File: config.mk
export PLATFORM = sky130hd
export DESIGN_NAME = aes_dec_ctrl
export DESIGN_NICKNAME = d
export VERILOG_FILES = /design/src/rtl/aes_pkg.sv /design/src/rtl/aes_dec_ctrl.sv
export SDC_FILE = /design/constraint.sdc
export NUM_CORES = 1
export LEC_CHECK = 0
export BUFFER_PORTS_ARGS = -buffer_cell sky130_fd_sc_hd__buf_2
export CAP_MARGIN = 20
export CORE_ASPECT_RATIO = 1.25
export CORE_UTILIZATION = 40
export CTS_BUF_LIST = sky130_fd_sc_hd__clkbuf_8
export DETAILED_ROUTE_END_ITERATION = 16
export PLACE_DENSITY = 0.66
export SLEW_MARGIN = 5
export SYNTH_ARGS = -nofsm -noshare
export SYNTH_HDL_FRONTEND = slang
export SYNTH_SLANG_ARGS = --single-unit
File: constraint.sdc
create_clock -name i_clk -period 2.5 [get_ports i_clk]
set_input_delay 0.25 -clock i_clk [delete_from_list [all_inputs] [get_ports i_clk]]
set_output_delay 0.25 -clock i_clk [all_outputs]
set_load 0.005 [all_outputs]
File: src/rtl/aes_pkg.sv
// -----------------------------------------------------------------------------
// aes_pkg
// Shared definitions for the AES-128 decryption controller and the datapath it
// steers: FSM state encoding, datapath mux select codes, round/column limits.
// The datapath decodes SEL, COL and ROUND_KEY_IDX using these constants only.
// -----------------------------------------------------------------------------
package aes_pkg;

   // AES-128: ten rounds, four columns per state matrix.
   localparam logic [3:0] NUM_ROUNDS = 4'd10;
   localparam int unsigned MIX_COLS  = 4;

   // Last round that runs the full loop (the final round has no InvMixColumns).
   localparam logic [3:0] LAST_LOOP_ROUND = NUM_ROUNDS - 4'd1;
   // Last column index visited while in InvMixColumns.
   localparam logic [1:0] COL_LAST = 2'(MIX_COLS - 1);

   // Datapath mux select encoding.
   localparam logic [1:0] SEL_ARK = 2'b00;   // AddRoundKey
   localparam logic [1:0] SEL_ISR = 2'b01;   // InvShiftRows
   localparam logic [1:0] SEL_ISB = 2'b10;   // InvSubBytes
   localparam logic [1:0] SEL_IMC = 2'b11;   // InvMixColumns

   // Controller states.
   typedef enum logic [3:0] {
      ST_IDLE    = 4'd0,
      ST_LOAD    = 4'd1,
      ST_KEYWAIT = 4'd2,
      ST_ARK0    = 4'd3,
      ST_ISR     = 4'd4,
      ST_ISB     = 4'd5,
      ST_ARK     = 4'd6,
      ST_IMC     = 4'd7,
      ST_FISR    = 4'd8,
      ST_FISB    = 4'd9,
      ST_FARK    = 4'd10,
      ST_DONE    = 4'd11
   } aes_state_t;

endpackage

File: src/rtl/aes_dec_ctrl.sv
// -----------------------------------------------------------------------------
// aes_dec_ctrl
// Sequencer for an iterative AES-128 decryption datapath. One FSM plus a round
// counter (1..9) and an InvMixColumns column counter (0..3). Every output is a
// decode of the state/counter registers, so no input reaches an output
// combinationally.
//
// Ports
//   i_clk            rising-edge clock
//   i_reset_n        synchronous active-low reset
//   i_aes_start      level request; only looked at in IDLE and DONE
//   i_key_ready      key schedule valid; only looked at in KEYWAIT
//   o_aes_done       high while in DONE
//   o_busy           high in every state except IDLE and DONE
//   o_key_go         one-cycle pulse starting key expansion
//   o_load_msg       state register loads ciphertext
//   o_update         state register loads datapath result
//   o_store          output register captures the plaintext
//   o_sel[1:0]       datapath mux select (aes_pkg SEL_* codes)
//   o_round_key_idx  round-key index, 10 down to 0
//   o_col[1:0]       InvMixColumns column, 0 outside IMC
// -----------------------------------------------------------------------------
module aes_dec_ctrl
   import aes_pkg::*;
(
   input  logic       i_clk,
   input  logic       i_reset_n,
   input  logic       i_aes_start,
   input  logic       i_key_ready,
   output logic       o_aes_done,
   output logic       o_busy,
   output logic       o_key_go,
   output logic       o_load_msg,
   output logic       o_update,
   output logic       o_store,
   output logic [1:0] o_sel,
   output logic [3:0] o_round_key_idx,
   output logic [1:0] o_col
);

   aes_state_t r_state;
   aes_state_t w_next_state;
   logic [3:0] r_round;
   logic [1:0] r_col;
   logic       w_col_last;

   assign w_col_last = (r_col == COL_LAST);

   // Next-state selection.
   always_comb begin
      w_next_state = r_state;
      case (r_state)
         ST_IDLE: begin
            if (i_aes_start) begin
               w_next_state = ST_LOAD;
            end else begin
               w_next_state = ST_IDLE;
            end
         end
         ST_LOAD:    w_next_state = ST_KEYWAIT;
         ST_KEYWAIT: begin
            if (i_key_ready) begin
               w_next_state = ST_ARK0;
            end else begin
               w_next_state = ST_KEYWAIT;
            end
         end
         ST_ARK0:    w_next_state = ST_ISR;
         ST_ISR:     w_next_state = ST_ISB;
         ST_ISB:     w_next_state = ST_ARK;
         ST_ARK:     w_next_state = ST_IMC;
         ST_IMC: begin
            // Leave only after the fourth column; round 9 hands over to the
            // final round, which skips InvMixColumns.
            if (!w_col_last) begin
               w_next_state = ST_IMC;
            end else if (r_round == LAST_LOOP_ROUND) begin
               w_next_state = ST_FISR;
            end else begin
               w_next_state = ST_ISR;
            end
         end
         ST_FISR:    w_next_state = ST_FISB;
         ST_FISB:    w_next_state = ST_FARK;
         ST_FARK:    w_next_state = ST_DONE;
         ST_DONE: begin
            // Holding here until start drops forces a fresh rising request.
            if (i_aes_start) begin
               w_next_state = ST_DONE;
            end else begin
               w_next_state = ST_IDLE;
            end
         end
         default:    w_next_state = ST_IDLE;
      endcase
   end

   // State, round counter and column counter registers.
   always_ff @(posedge i_clk) begin
      if (!i_reset_n) begin
         r_state <= ST_IDLE;
         r_round <= 4'd0;
         r_col   <= 2'd0;
      end else begin
         r_state <= w_next_state;
         case (r_state)
            ST_ARK0: begin
               r_round <= 4'd1;
               r_col   <= r_col;
            end
            ST_ARK: begin
               // ARK always precedes IMC, so clear the column here.
               r_round <= r_round;
               r_col   <= 2'd0;
            end
            ST_IMC: begin
               if (w_col_last) begin
                  r_col <= 2'd0;
                  if (r_round < LAST_LOOP_ROUND) begin
                     r_round <= r_round + 4'd1;
                  end else begin
                     r_round <= r_round;
                  end
               end else begin
                  r_col   <= r_col + 2'd1;
                  r_round <= r_round;
               end
            end
            default: begin
               r_round <= r_round;
               r_col   <= r_col;
            end
         endcase
      end
   end

   // Output decode from the registered state and counters.
   always_comb begin
      o_aes_done      = 1'b0;
      o_busy          = 1'b0;
      o_key_go        = 1'b0;
      o_load_msg      = 1'b0;
      o_update        = 1'b0;
      o_store         = 1'b0;
      o_sel           = SEL_ARK;
      o_round_key_idx = 4'd0;
      o_col           = 2'd0;
      case (r_state)
         ST_IDLE: begin
            o_busy = 1'b0;
         end
         ST_LOAD: begin
            o_busy     = 1'b1;
            o_load_msg = 1'b1;
            o_key_go   = 1'b1;
         end
         ST_KEYWAIT: begin
            o_busy = 1'b1;
         end
         ST_ARK0: begin
            o_busy          = 1'b1;
            o_update        = 1'b1;
            o_sel           = SEL_ARK;
            o_round_key_idx = NUM_ROUNDS;
         end
         ST_ISR, ST_FISR: begin
            o_busy   = 1'b1;
            o_update = 1'b1;
            o_sel    = SEL_ISR;
         end
         ST_ISB, ST_FISB: begin
            o_busy   = 1'b1;
            o_update = 1'b1;
            o_sel    = SEL_ISB;
         end
         ST_ARK: begin
            o_busy          = 1'b1;
            o_update        = 1'b1;
            o_sel           = SEL_ARK;
            o_round_key_idx = NUM_ROUNDS - r_round;
         end
         ST_IMC: begin
            o_busy   = 1'b1;
            o_update = 1'b1;
            o_sel    = SEL_IMC;
            o_col    = r_col;
         end
         ST_FARK: begin
            o_busy          = 1'b1;
            o_update        = 1'b1;
            o_store         = 1'b1;
            o_sel           = SEL_ARK;
            o_round_key_idx = 4'd0;
         end
         ST_DONE: begin
            o_aes_done = 1'b1;
         end
         default: begin
            o_busy = 1'b0;
         end
      endcase
   end

endmodule

; ---- Yosys cells after proc, flatten, opt, wreduce, memory -nomap -nowiden
; Cells that the tools add are included.
; W data, S select, Z words.
[op_classes]
n_addsub = 3
n_lt_le_gt_ge = 1
n_eq_ne = 15
n_mux = 19
n_reduce_logical = 8
[op_table]
columns = operator, n
row1 = $pmux W4 S12, 1
row2 = $eq A4 B4 Y1 const B, 5
row3 = $mux W4, 5
row4 = $eq A4 B3 Y1 const B, 4
row5 = $pmux W4 S2, 2
row6 = $reduce_or A10 Y1, 1
row7 = $eq A4 B2 Y1 const B, 2
row8 = $reduce_or A8 Y1, 1
row9 = $mux W1, 7
row10 = $pmux W2 S3, 1
row11 = $add A4 B1 Y4 const B, 1
row12 = $eq A4 B1 Y1 const B, 1
row13 = $logic_not A4 Y1, 1
row14 = $lt A4 B4 Y1 const B, 1
row15 = $mux W2, 2
row16 = $ne A2 B2 Y1 const B, 2
row17 = $pmux W2 S2, 1
row18 = $reduce_bool A2 Y1, 2
row19 = $reduce_or A2 Y1, 2
row20 = $sub A4 B4 Y4 const A, 1
row21 = $reduce_and A3 Y1, 1
row22 = $add A2 B1 Y2 const B, 1
row23 = $eq A2 B2 Y1 const B, 1
[word_totals]
reg_bits = 10
out_inout_bits = 14

; ---- Logic depth before layout (Yosys ltp)
; Gate-level depths: netlist (run 1).
[logic_depth]
word_depth = 4
ltp_mapped = 6
mapped_depth_nobuf = 6

; ---- Worst setup path after synthesis (run 1)
; OpenSTA, ideal clock, no wires.
[synth_path]
kind = register to register
from = register r_col[0]
to = register r_round[2]
t_arrival_ns = 1.222
required_time_ns = 2.377
slack_ns = 1.155
path_stages_with_launch = 6
path_buffers = 0
synth_period_minus_slack_ns = 1.345
path_cell_list = dfxtp_1 > ha_1 > nand2b_1 > a311o_1 > a21oi_1 > o22ai_1
[synth_via]
elab_chain_cells = 3
[synth_rtl]
columns = element, line
row1 = start: declaration, aes_dec_ctrl.sv:44  ; logic [1:0] r_col;
row2 = start signal: assignment, aes_dec_ctrl.sv:109  ; r_col <= r_col;
row3 = start signal: assignment, aes_dec_ctrl.sv:125  ; r_col <= r_col + 2'd1;
row4 = start signal: assignment, aes_dec_ctrl.sv:131  ; r_col <= r_col;
row5 = $eq A2 B2 Y1, aes_dec_ctrl.sv:47  ; assign w_col_last = (r_col == COL_LAST);
row6 = $ne A2 B2 Y1 (no source line), --
row7 = $reduce_and A3 Y1 (no source line), --
row8 = end signal: assignment, aes_dec_ctrl.sv:113  ; r_round <= r_round;
row9 = end signal: assignment, aes_dec_ctrl.sv:120  ; r_round <= r_round + 4'd1;
row10 = end signal: assignment, aes_dec_ctrl.sv:122  ; r_round <= r_round;
row11 = end: declaration, aes_dec_ctrl.sv:43  ; logic [3:0] r_round;
; Every way passes these cells.
; A chain may end at the register's enable or synchronous reset.

; ---- Final worst setup path (run 1)
[layout_path]
from = register r_state[2]
to = output port o_round_key_idx[3]
[layout_via]
elab_chain_cells = 2
[layout_rtl]
columns = element, line
row1 = start: declaration, aes_dec_ctrl.sv:41  ; aes_state_t r_state;
row2 = start signal: assignment, aes_dec_ctrl.sv:105  ; r_state <= w_next_state;
row3 = $eq A4 B3 Y1 / $eq A4 B2 Y1 (equally long branches), aes_dec_ctrl.sv:148  ; case (r_state)
row4 = $pmux W4 S2 *, aes_dec_ctrl.sv:148
row5 = end: declaration, aes_dec_ctrl.sv:37  ; output logic [3:0] o_round_key_idx,
; Every way passes the cells marked *; elsewhere a longest branch is shown, timed or not.

==> summary.txt, run 1 <==
Floorplanning
  • Core area: 1740 sq um
  • Die Y: 50.0 um
  • Row cnt: 17
  • I/O Pins: 18
  • Die width: 40.4 um
  • Initial Utilization: 42.3%
  • Die footprint: 2020 sq um

Worst setup path
  • R2r worst-path depth: 4
  • Worst r2r src: r_state[1]
  • Data required, critical path: 2.25 ns
  • Worst Setup Start Kind: register
  • WP data arrival: 1.68 ns
  • CP Class: reg -> out
  • Crit-path max FO: 12
  • Setup crit end kind: primary output
  • Reg-to-Reg End: r_round[0]
  • FF-to-FF setup slack: 0.87 ns

Clock tree
  • Post-CTS Setup Bufs: 0
  • CTS Buffer Depth: 2
  • CTS H-tree lvls: 1
  • Hold_buf cts: 0
  • Reg clk slew, reported paths: 0.05 ns
  • Post-CTS Resized: 0
  • Clock root cell: clkbuf_8
  • CTS Buf Count: 3
  • Worst skew pair latency: 0.24 ns
  • Total clock sinks: 10
  • CTS tree: built

GRT
  • Largest net degree at the start of global routing: 14
  • Vias in the first global route: 618
  • GRT Util Overall: 18.9%
  • First-pass GRT wire length: 2680 um
  • Initial antenna violation count: 0
  • Global route overflow: 0

Drt
  • Remaining DRCs: 0
  • Via/cell ratio: 5.38
  • Initial DRC count: 18
  • Avg WL per Cell: 12.4 um
  • Detailed-router iteration count before antenna repair: 4
  • WL final: 1620 um
  • DRT antenna net count: 0
  • Via count: 699

STA
  • F_max: 0.519 GHz
  • Relative slew slack: 69.6%
  • Final setup viols: 0
  • Hold Vio Cnt, Final: 0
  • RSZ-0062 raised after global routing: false
  • Final TNS setup: 0 ns
  • Worst Skew: 0.00136 ns
  • Final worst path period need: 1.93 ns
  • WHS: 0.348 ns
  • Crit share post-route: 77.1%
  • Slew @ Worst Pin: 0.455 ns
  • Final Max Tran Viols: 0

Job
  • Max-Cap Viols: 0

Power and ir drop
  • Flop pwr share: 46.0%
  • LEAKAGE: 0.376 nW
  • Internal power: 0.292 mW
  • Worst IR Drop VDD: 334 uV
  • Switching portion of total power: 24.4%
  • Logic pwr share: 11.2%
  • Clock share of power: 42.8%
  • PwrDens: 451 nW/um^2
  • Psw: 0.0942 mW

Synth
  • Synthesis Warnings: 0
  • Yosys cell types: 35
  • Synthesized area per cell: 7.61 sq um
  • Primary FF master, synth: dfxtp_1
  • Syn Nets: 105
  • #FFs+latches synth: 10
  • Post-synth EDFFs: 0
  • Post-synthesis sequential area ratio: 27.1%
  • Ys async rst share: 0%
  • Syn Inst Count: 97
  • Mapped Area: 738 sq um

Worst hold path
  • Hold Crit Start: i_reset_n
  • Hold/Removal Path Class: in -> reg
  • Hold path endpoint: r_round[0]
  • Hold depth: 2

Final layout
  • Most common cell after layout, fill and taps aside: buf_2
  • Share of layout cells above drive strength 1: 19.8%
  • Layout area overhead: 16.1%
  • Ant diodes: 0
  • Filler Cell Count: 186
  • Commonest non-fill, non-tap cells in the layout: 17 x buf_2, 10 x nand2_1, 10 x dfxtp_1
  • Nets: 121
  • Finished Core Util: 49.1%

Placed design
  • Port buffer count: 17
  • Detailed placement HPWL: 1200 um
  • Gp weighted congestion: 0.858

Outcome
  • Status: finished clean
-- state kept, by name, indices dropped and copies added, names as in the netlist --
register / count
r_col: 2
r_round: 4
r_state: 4
-- layer usage --
metal	GRT usage [%]	up-vias	part of all wire, %
met4	10.0	0	2.0
met2	29.1	22	44
met5	0	-	0
li1	-	366	-
met3	4.05	5	5.2
met1	23.3	306	48
-- worst max-delay path by stage --
stage	from	to	slack, ns	cells after the start
after floorplan	r_col[0]	r_round[2]	1.16	5
after global placement	r_state[2]	o_round_key_idx[3]	0.86	5
after detailed placement	r_state[2]	o_round_key_idx[1]	0.85	5
after CTS	r_state[2]	o_round_key_idx[1]	0.58	5
after global routing	r_state[2]	o_round_key_idx[1]	0.45	5
final	r_state[2]	o_round_key_idx[3]	0.57	5
-- synth_stat cells, types with 3 or more instances --
library cell,n,area (sq um)
nand2b_1,4,25.0
dfxtp_1,10,200
o21ai_0,6,30.0
a21boi_0,3,22.5
ha_1,4,50.1
inv_1,5,18.8
a21oi_1,5,25.0
nand2_1,10,37.5
buf_2,4,20.0
and2_1,4,25.0
o22ai_1,3,18.8
nand3_1,5,25.0
nor2_1,8,30.0
-- worst max-delay path: stages (launching register included) --
cell,delay (ns)
dfxtp_1,0.51
nor2b_4,0.23
nand2_1,0.09
or2_2,0.33
o21ai_0,0.16
buf_2,0.13
-- per-stage QoR --
| step | std cells | setup WS (ns) | cell area [sq um] | total power, mW |
|---|---|---|---|---|
| finish | 130 | 0.572 | 857 | 0.386 |
| global route | 130 | 0.447 | 857 | 0.404 |
| CTS | 130 | 0.576 | 857 | 0.389 |
| detailed placement | 127 | 0.850 | 816 | 0.223 |
| global placement | 127 | 0.864 | 816 | 0.223 |
| floorplan | 97 | 1.16 | 738 | 0.210 |
-- kinds of logic (layout without fill, tap and decap cells) --
family	Yosys count	after routing	share of synthesized area, %
simple gates	44	44	33.6
compound gates	24	24	20.8
buf+inv	11	25	6.78
flops	10	10	27.1
fa+ha+maj	4	4	6.78
xor+xnor	3	3	3.56
mux	1	1	1.36
-- power groups by stage --
| stage | logic [mW] | registers (mW) | clock network [mW] |
|---|---|---|---|
| 2_1_floorplan | 0.0399 | 0.170 | 0 |
| 6_report | 0.0433 | 0.177 | 0.165 |
| 4_1_cts | 0.0435 | 0.177 | 0.168 |
| 5_1_grt | 0.0501 | 0.178 | 0.176 |
| 3_5_place_dp | 0.0436 | 0.180 | 0 |
| 3_3_place_gp | 0.0430 | 0.180 | 0 |
-- area by class of cell --
class / instances / area (sq um) / area share (%)
repair buffers: 17 / 85.1 / 9.93
clock buffers: 3 / 41.3 / 4.82
well taps: 19 / 23.8 / 2.77
inverters: 5 / 18.8 / 2.19
flip-flops and latches: 10 / 200 / 23.4
multi-input cells: 76 / 488 / 56.9
Note: power is estimated with default switching activity, not from simulation.
==> inputs of run 2 (changes only) <==
- PLACE_DENSITY: 0.66 -> 0.68
- clock period: 2.5 -> 1.6 ns (I/O delays scaled with it)
==> summary.txt, run 2 (synthesis results as in run 1) <==
STA
  • F_max: 0.651 GHz
  • Relative slew slack: 77.0% (was 69.6%)
  • Crit share post-route: 96.0%
  • Slew @ Worst Pin: 0.340 ns (was 0.455 ns)
  • WHS: 0.273 ns (was 0.348 ns)
  • Hold Vio Cnt, Final: 0 (unchanged)
  • Final setup viols: 0 (unchanged)
  • Final Max Tran Viols: 0 (unchanged)
  • Final WS setup: 0.0637 ns (was 0.572 ns)
  • Worst Skew: 0.00239 ns (was 0.00136 ns)
  • Final worst path period need: 1.54 ns

Power and ir drop
  • Psw: 0.146 mW (was 0.0942 mW)
  • Logic pwr share: 14.9% (was 11.2%)
  • Flop pwr share: 43.9% (was 46.0%)
  • Internal power: 0.465 mW (was 0.292 mW)
  • LEAKAGE: 0.412 nW (was 0.376 nW)
  • Switching portion of total power: 23.9% (was 24.4%)
  • PwrDens: 670 nW/um^2 (was 451 nW/um^2)
  • Worst IR Drop VDD: 402 uV (was 334 uV)
  • Clock share of power: 41.2% (was 42.8%)

Floorplanning
  • Core area: 1740 sq um (unchanged)
  • Row cnt: 17 (unchanged)
  • Initial Utilization: 42.3% (unchanged)
  • Die width: 40.4 um (unchanged)
  • I/O Pins: 18 (unchanged)
  • Die Y: 50.0 um (unchanged)
  • Die footprint: 2020 sq um (unchanged)

Drt
  • Detailed-router iteration count before antenna repair: 4 (unchanged)
  • Met3 WL: 75 um (was 84 um)
  • Metal2 WL: 834 um (was 718 um)
  • WL final: 1700 um (was 1620 um)
  • Metal-1 WL: 740 um (was 778 um)
  • Via count: 756 (was 699)
  • Remaining DRCs: 0 (unchanged)
  • Initial DRC count: 11 (was 18)
  • DRT antenna net count: 0 (unchanged)
  • Avg WL per Cell: 12.5 um (was 12.4 um)
  • Via/cell ratio: 5.56 (was 5.38)
  • Top routing layer in use: met4 (unchanged)

Clock tree
  • Worst skew pair latency: 0.23 ns (was 0.24 ns)
  • CTS tree: built (unchanged)
  • CTS Buf Count: 3 (unchanged)
  • Hold_buf cts: 0 (unchanged)
  • CTS Buffer Depth: 2 (unchanged)
  • Reg clk slew, reported paths: 0.04 ns (was 0.05 ns)
  • Clock root cell: clkbuf_8 (unchanged)
  • Total clock sinks: 10 (unchanged)
  • CTS H-tree lvls: 1 (unchanged)
  • Post-CTS Setup Bufs: 0 (unchanged)

Final layout
  • Commonest non-fill, non-tap cells in the layout: 17 x buf_2, 10 x nand2_1, 8 x dfxtp_1 (was 17 x buf_2, 10 x nand2_1, 10 x dfxtp_1)
  • Most common cell after layout, fill and taps aside: buf_2 (unchanged)
  • Ant diodes: 0 (unchanged)
  • Layout area overhead: 23.6% (was 16.1%)
  • Share of layout cells above drive strength 1: 27.4% (was 19.8%)
  • Nets: 127 (was 121)
  • Top Registers: r_round x4, r_state x4, r_col x2 (unchanged)
  • Filler Cell Count: 186 (unchanged)

Worst setup path
  • Worst Setup Start Kind: register (unchanged)
  • Data required, critical path: 1.44 ns (was 2.25 ns)
  • CP Class: reg -> out (unchanged)
  • WP data arrival: 1.38 ns (was 1.68 ns)
  • Crit-path max FO: 11 (was 12)
  • Setup crit end kind: primary output (unchanged)

Job
  • Max-Cap Viols: 0 (unchanged)

Placed design
  • Gp weighted congestion: 0.823 (was 0.858)
  • Detailed placement HPWL: 1280 um (was 1200 um)
  • Worst slack at placement: 0.143 ns (was 0.850 ns)
  • Port buffer count: 17 (unchanged)

GRT
  • Initial antenna violation count: 0 (unchanged)
  • Largest net degree at the start of global routing: 12 (was 14)
  • First-pass GRT wire length: 2600 um (was 2680 um)
  • GRT Util Overall: 18.5% (was 18.9%)
  • Global route overflow: 0 (unchanged)
  • Vias in the first global route: 639 (was 618)

Worst hold path
  • Hold/Removal Path Class: in -> reg (unchanged)

Outcome
  • Status: finished clean (unchanged)
-- run 2: cell types whose count changed in the layout (fill, tap and decap cells not counted) --
cell / previous run / this run
or2_4: 0 / 1
dfxtp_1: 10 / 8
buf_4: 0 / 6
o21ai_0: 6 / 4
nor2_2: 0 / 2
or2_2: 1 / 0
nor2_1: 8 / 6
o21ai_1: 0 / 2
dfxtp_2: 0 / 2
-- run 2: critical path: stages, from the launching register on --
cell,delay (ns)
dfxtp_1,0.30
buf_4,0.17
nand2b_1,0.23
a211o_1,0.28
nand2_1,0.06
buf_2,0.11
-- run 2: worst paths after layout --
check	from	to	slack, ns	cells after the start
setup reg to reg	r_col[0]	r_round[2]	0.13	5
hold / removal	i_reset_n	r_round[0]	0.27	2
hold reg to reg	r_col[0]	r_col[0]	0.49	2
setup / recovery	r_state[2]	o_sel[0]	0.06	5
-- run 2: final cells by class --
cell class	instances	area (sq um)	area share (%)
Clock buffer	3	41.3	4.53
Inverter	5	18.8	2.06
Multi-Input combinational cell	76	495	54.3
Sequential cell	10	203	22.2
Tap cell	19	23.8	2.61
Timing Repair Buffer	23	130	14.3
-- run 2: layer usage --
metal	track usage (%)	up-vias
met3	2.70	7
met1	21.3	344
met2	28.8	22
li1	-	383
met5	0	-
met4	13.3	0
-- run 2: power groups by stage --
stage | sequential (mW) | combinational [mW] | clock (mW)
6_report | 0.268 | 0.0911 | 0.252
3_3_place_gp | 0.271 | 0.0876 | 0
2_1_floorplan | 0.266 | 0.0623 | 0
5_1_grt | 0.268 | 0.101 | 0.279
4_1_cts | 0.267 | 0.0900 | 0.265
3_5_place_dp | 0.271 | 0.0891 | 0
-- run 2: timing repair --
item | in CTS | in global routing
gates resized for setup | 3 | 4
setup endpoints to repair | 2 | 4
gates cloned | 0 | 0
-- run 2: stage by stage --
stage | util [%] | instances | cell area, sq um | TNS, ns | power, mW
floorplan | - | 97 | 738 | 0 | 0.328
global placement | 49.4 | 133 | 861 | 0 | 0.359
detailed placement | 49.4 | 133 | 861 | 0 | 0.360
CTS | 51.9 | 136 | 906 | 0 | 0.621
global route | 52.3 | 136 | 912 | -0.000952 | 0.649
finish | 52.3 | 136 | 912 | 0 | 0.611
==> inputs of run 3 (changes only) <==
- ABC_AREA: default -> 1
- CTS_CLUSTER_DIAMETER: default -> 40
- PLACE_DENSITY: 0.68 -> 0.67
==> summary.txt, run 3 <==
Power and ir drop
  • PwrDens: 756 nW/um^2 (was 670 nW/um^2)
  • LEAKAGE: 0.511 nW (was 0.412 nW)
  • Worst IR Drop VDD: 565 uV (was 402 uV)

STA
  • Hold Vio Cnt, Final: 0 (unchanged)
  • Final worst path period need: 1.47 ns (was 1.54 ns)
  • Final TNS setup: 0 ns (unchanged)
  • Final setup viols: 0 (unchanged)
  • F_max: 0.681 GHz (was 0.651 GHz)
  • Slew @ Worst Pin: 0.282 ns (was 0.340 ns)
  • Final Max Tran Viols: 0 (unchanged)
  • Crit share post-route: 91.8% (was 96.0%)
  • Relative slew slack: 81.2% (was 77.0%)
  • Worst Skew: 0.000811 ns (was 0.00239 ns)
  • RSZ-0062 raised after global routing: false

Synth
  • #FFs+latches synth: 10 (unchanged)
  • Synthesis Warnings: 0 (unchanged)
  • Primary FF master, synth: dfxtp_1 (unchanged)
  • Yosys top cell by area: dfxtp_1 (unchanged)
  • Mapped Area: 831 sq um (was 738 sq um)
  • Ys async rst share: 0% (unchanged)
  • Yosys cell types: 25 (was 35)
  • Area contributors post-synth: dfxtp_1 24%, nand2_1 12%, nor2_1 11% (was dfxtp_1 27%, ha_1 6.8%, nand2_1 5.1%)
  • Most numerous cell in the Yosys netlist: nand2_1
  • Syn Inst Count: 127 (was 97)
  • Syn Nets: 135 (was 105)
  • Post-synthesis sequential area ratio: 24.1% (was 27.1%)
  • Synthesized area per cell: 6.54 sq um (was 7.61 sq um)
  • Top post-synthesis cells by count: 27 x nand2_1, 25 x nor2_1, 18 x inv_1 (was 10 x dfxtp_1, 10 x nand2_1, 8 x nor2_1)
  • Post-synth EDFFs: 0 (unchanged)
  • Top cell type's share of synthesized area: 24.1% (was 27.1%)

GRT
  • Global route overflow: 0 (unchanged)
  • Vias in the first global route: 754 (was 639)
  • GRT Util Overall: 17.5% (was 18.5%)
  • Initial antenna violation count: 0 (unchanged)
  • Largest net degree at the start of global routing: 10 (was 12)
  • First-pass GRT wire length: 3020 um (was 2600 um)

Worst setup path
  • Data required, critical path: 1.44 ns (about the same)
  • Setup crit end kind: primary output (unchanged)
  • WP data arrival: 1.31 ns (was 1.38 ns)
  • Worst Setup Start Kind: register (unchanged)
  • CP Class: reg -> out (unchanged)
  • Crit-path max FO: 9 (was 11)

Floorplanning
  • Die footprint: 2260 sq um (was 2020 sq um)
  • Initial Utilization: 42.4% (was 42.3%)
  • Row cnt: 18 (was 17)
  • Die Y: 53.0 um (was 50.0 um)
  • I/O Pins: 18 (unchanged)
  • Core area: 1960 sq um (was 1740 sq um)
  • Die width: 42.8 um (was 40.4 um)

Placed design
  • Detailed placement HPWL: 1410 um (was 1280 um)
  • Port buffer count: 17 (unchanged)
  • Gp weighted congestion: 0.867 (was 0.823)

Clock tree
  • Clock root cell: clkbuf_8 (unchanged)
  • Post-CTS Setup Bufs: 0 (unchanged)
  • CTS tree: built (unchanged)
  • Worst skew pair latency: 0.24 ns (was 0.23 ns)
  • CTS Buffer Depth: 2 (unchanged)
  • CTS Buf Count: 3 (unchanged)
  • Reg clk slew, reported paths: 0.05 ns (was 0.04 ns)
  • CTS H-tree lvls: 1 (unchanged)
  • Total clock sinks: 10 (unchanged)
  • Hold_buf cts: 0 (unchanged)

Final layout
  • Commonest non-fill, non-tap cells in the layout: 27 x nand2_1, 24 x nor2_1, 18 x inv_1 (was 17 x buf_2, 10 x nand2_1, 8 x dfxtp_1)
  • Layout area overhead: 18.8% (was 23.6%)
  • Ant diodes: 0 (unchanged)
  • Most common cell after layout, fill and taps aside: nand2_1 (was buf_2)
  • Top Registers: r_round x4, r_state x4, r_col x2 (unchanged)
  • Share of layout cells above drive strength 1: 28.6% (was 27.4%)
  • Finished Core Util: 50.4% (was 52.3%)
  • Nets: 156 (was 127)

Drt
  • Via count: 856 (was 756)
  • Remaining DRCs: 0 (unchanged)
  • Initial DRC count: 11 (unchanged)
  • Avg WL per Cell: 10.7 um (was 12.5 um)
  • Detailed-router iteration count before antenna repair: 4 (unchanged)
  • DRT antenna net count: 0 (unchanged)
  • Via/cell ratio: 5.13 (was 5.56)
  • WL final: 1780 um (was 1700 um)

Job
  • Max-Cap Viols: 0 (unchanged)

Outcome
  • Status: finished clean (unchanged)

Worst hold path
  • Hold/Removal Path Class: in -> reg (unchanged)
## run 3: logic make-up (layout without fill, tap and decap cells)
logic type	after synthesis	after routing	share of synthesized area (%)
XOR/XNOR	2	2	2.11
adder cells (fa/ha/maj)	4	4	6.02
flip-flops	10	10	24.1
buffers and inverters	24	44	13.1
AO/OA/AOI/OAI	14	14	10.2
AND/OR/NAND/NOR	73	73	44.4
## run 3: cell type report
type,count,area (sq um)
multi-input cells,93,524
inverters,21,78.8
repair buffers,19,100
flip-flops and latches,10,204
fillers,200,972
clock buffers,4,55.1
well taps,20,25.0
## run 3: final timing paths
| path | slack, ns | from | end | cells after the start |
|---|---|---|---|---|
| setup / recovery | 0.13 | r_state[1] | o_round_key_idx[1] | 6 |
| hold / removal | 0.16 | i_reset_n | r_round[2] | 3 |
| setup reg to reg | 0.40 | r_round[0] | r_round[2] | 8 |
| hold reg to reg | 0.48 | r_col[1] | r_col[1] | 2 |
## run 3: worst max-delay path, cell delays in order, from the launching register on
cell     delay, ns
dfxtp_1       0.30
buf_4         0.19
nand2_1       0.13
nor2_2        0.14
inv_1         0.08
o21ai_1       0.11
buf_2         0.12
## run 3: layer usage
layer / vias up / track usage (%) / part of all wire (%) / wire (um)
li1: 434 / - / - / -
met2: 24 / 34.1 / 53 / 940
met3: 6 / 3.41 / 5.1 / 91
met1: 392 / 17.7 / 40 / 714
met4: 0 / 7.81 / 2.1 / 38
met5: - / 0 / 0 / 0
## run 3: timing repair
action	CTS	global route
gates resized for setup	0	4
endpoints found under the hold margin	0	0
endpoints found under the setup margin	0	9
## run 3: where the power goes
part	internal [mW]	leakage (nW)	switching, mW	total [mW]
sequential	0.262	0.0824	0.0193	0.281
clock	0.217	0.0288	0.104	0.321
combinational	0.0584	0.399	0.0865	0.145
total	0.537	0.511	0.210	0.746
## run 3: metrics by stage
step | cells | worst slack [ns] | hold slack [ns] | area (sq um) | power (mW)
3_5_place_dp | 163 | 0.289 | 0.411 | 926 | 0.429
3_3_place_gp | 163 | 0.279 | 0.406 | 926 | 0.428
4_1_cts | 167 | 0.0265 | 0.161 | 981 | 0.752
5_1_grt | 167 | 0.0260 | 0.169 | 987 | 0.784
6_report | 167 | 0.131 | 0.162 | 987 | 0.746
2_1_floorplan | 127 | 0.413 | 0.280 | 831 | 0.400
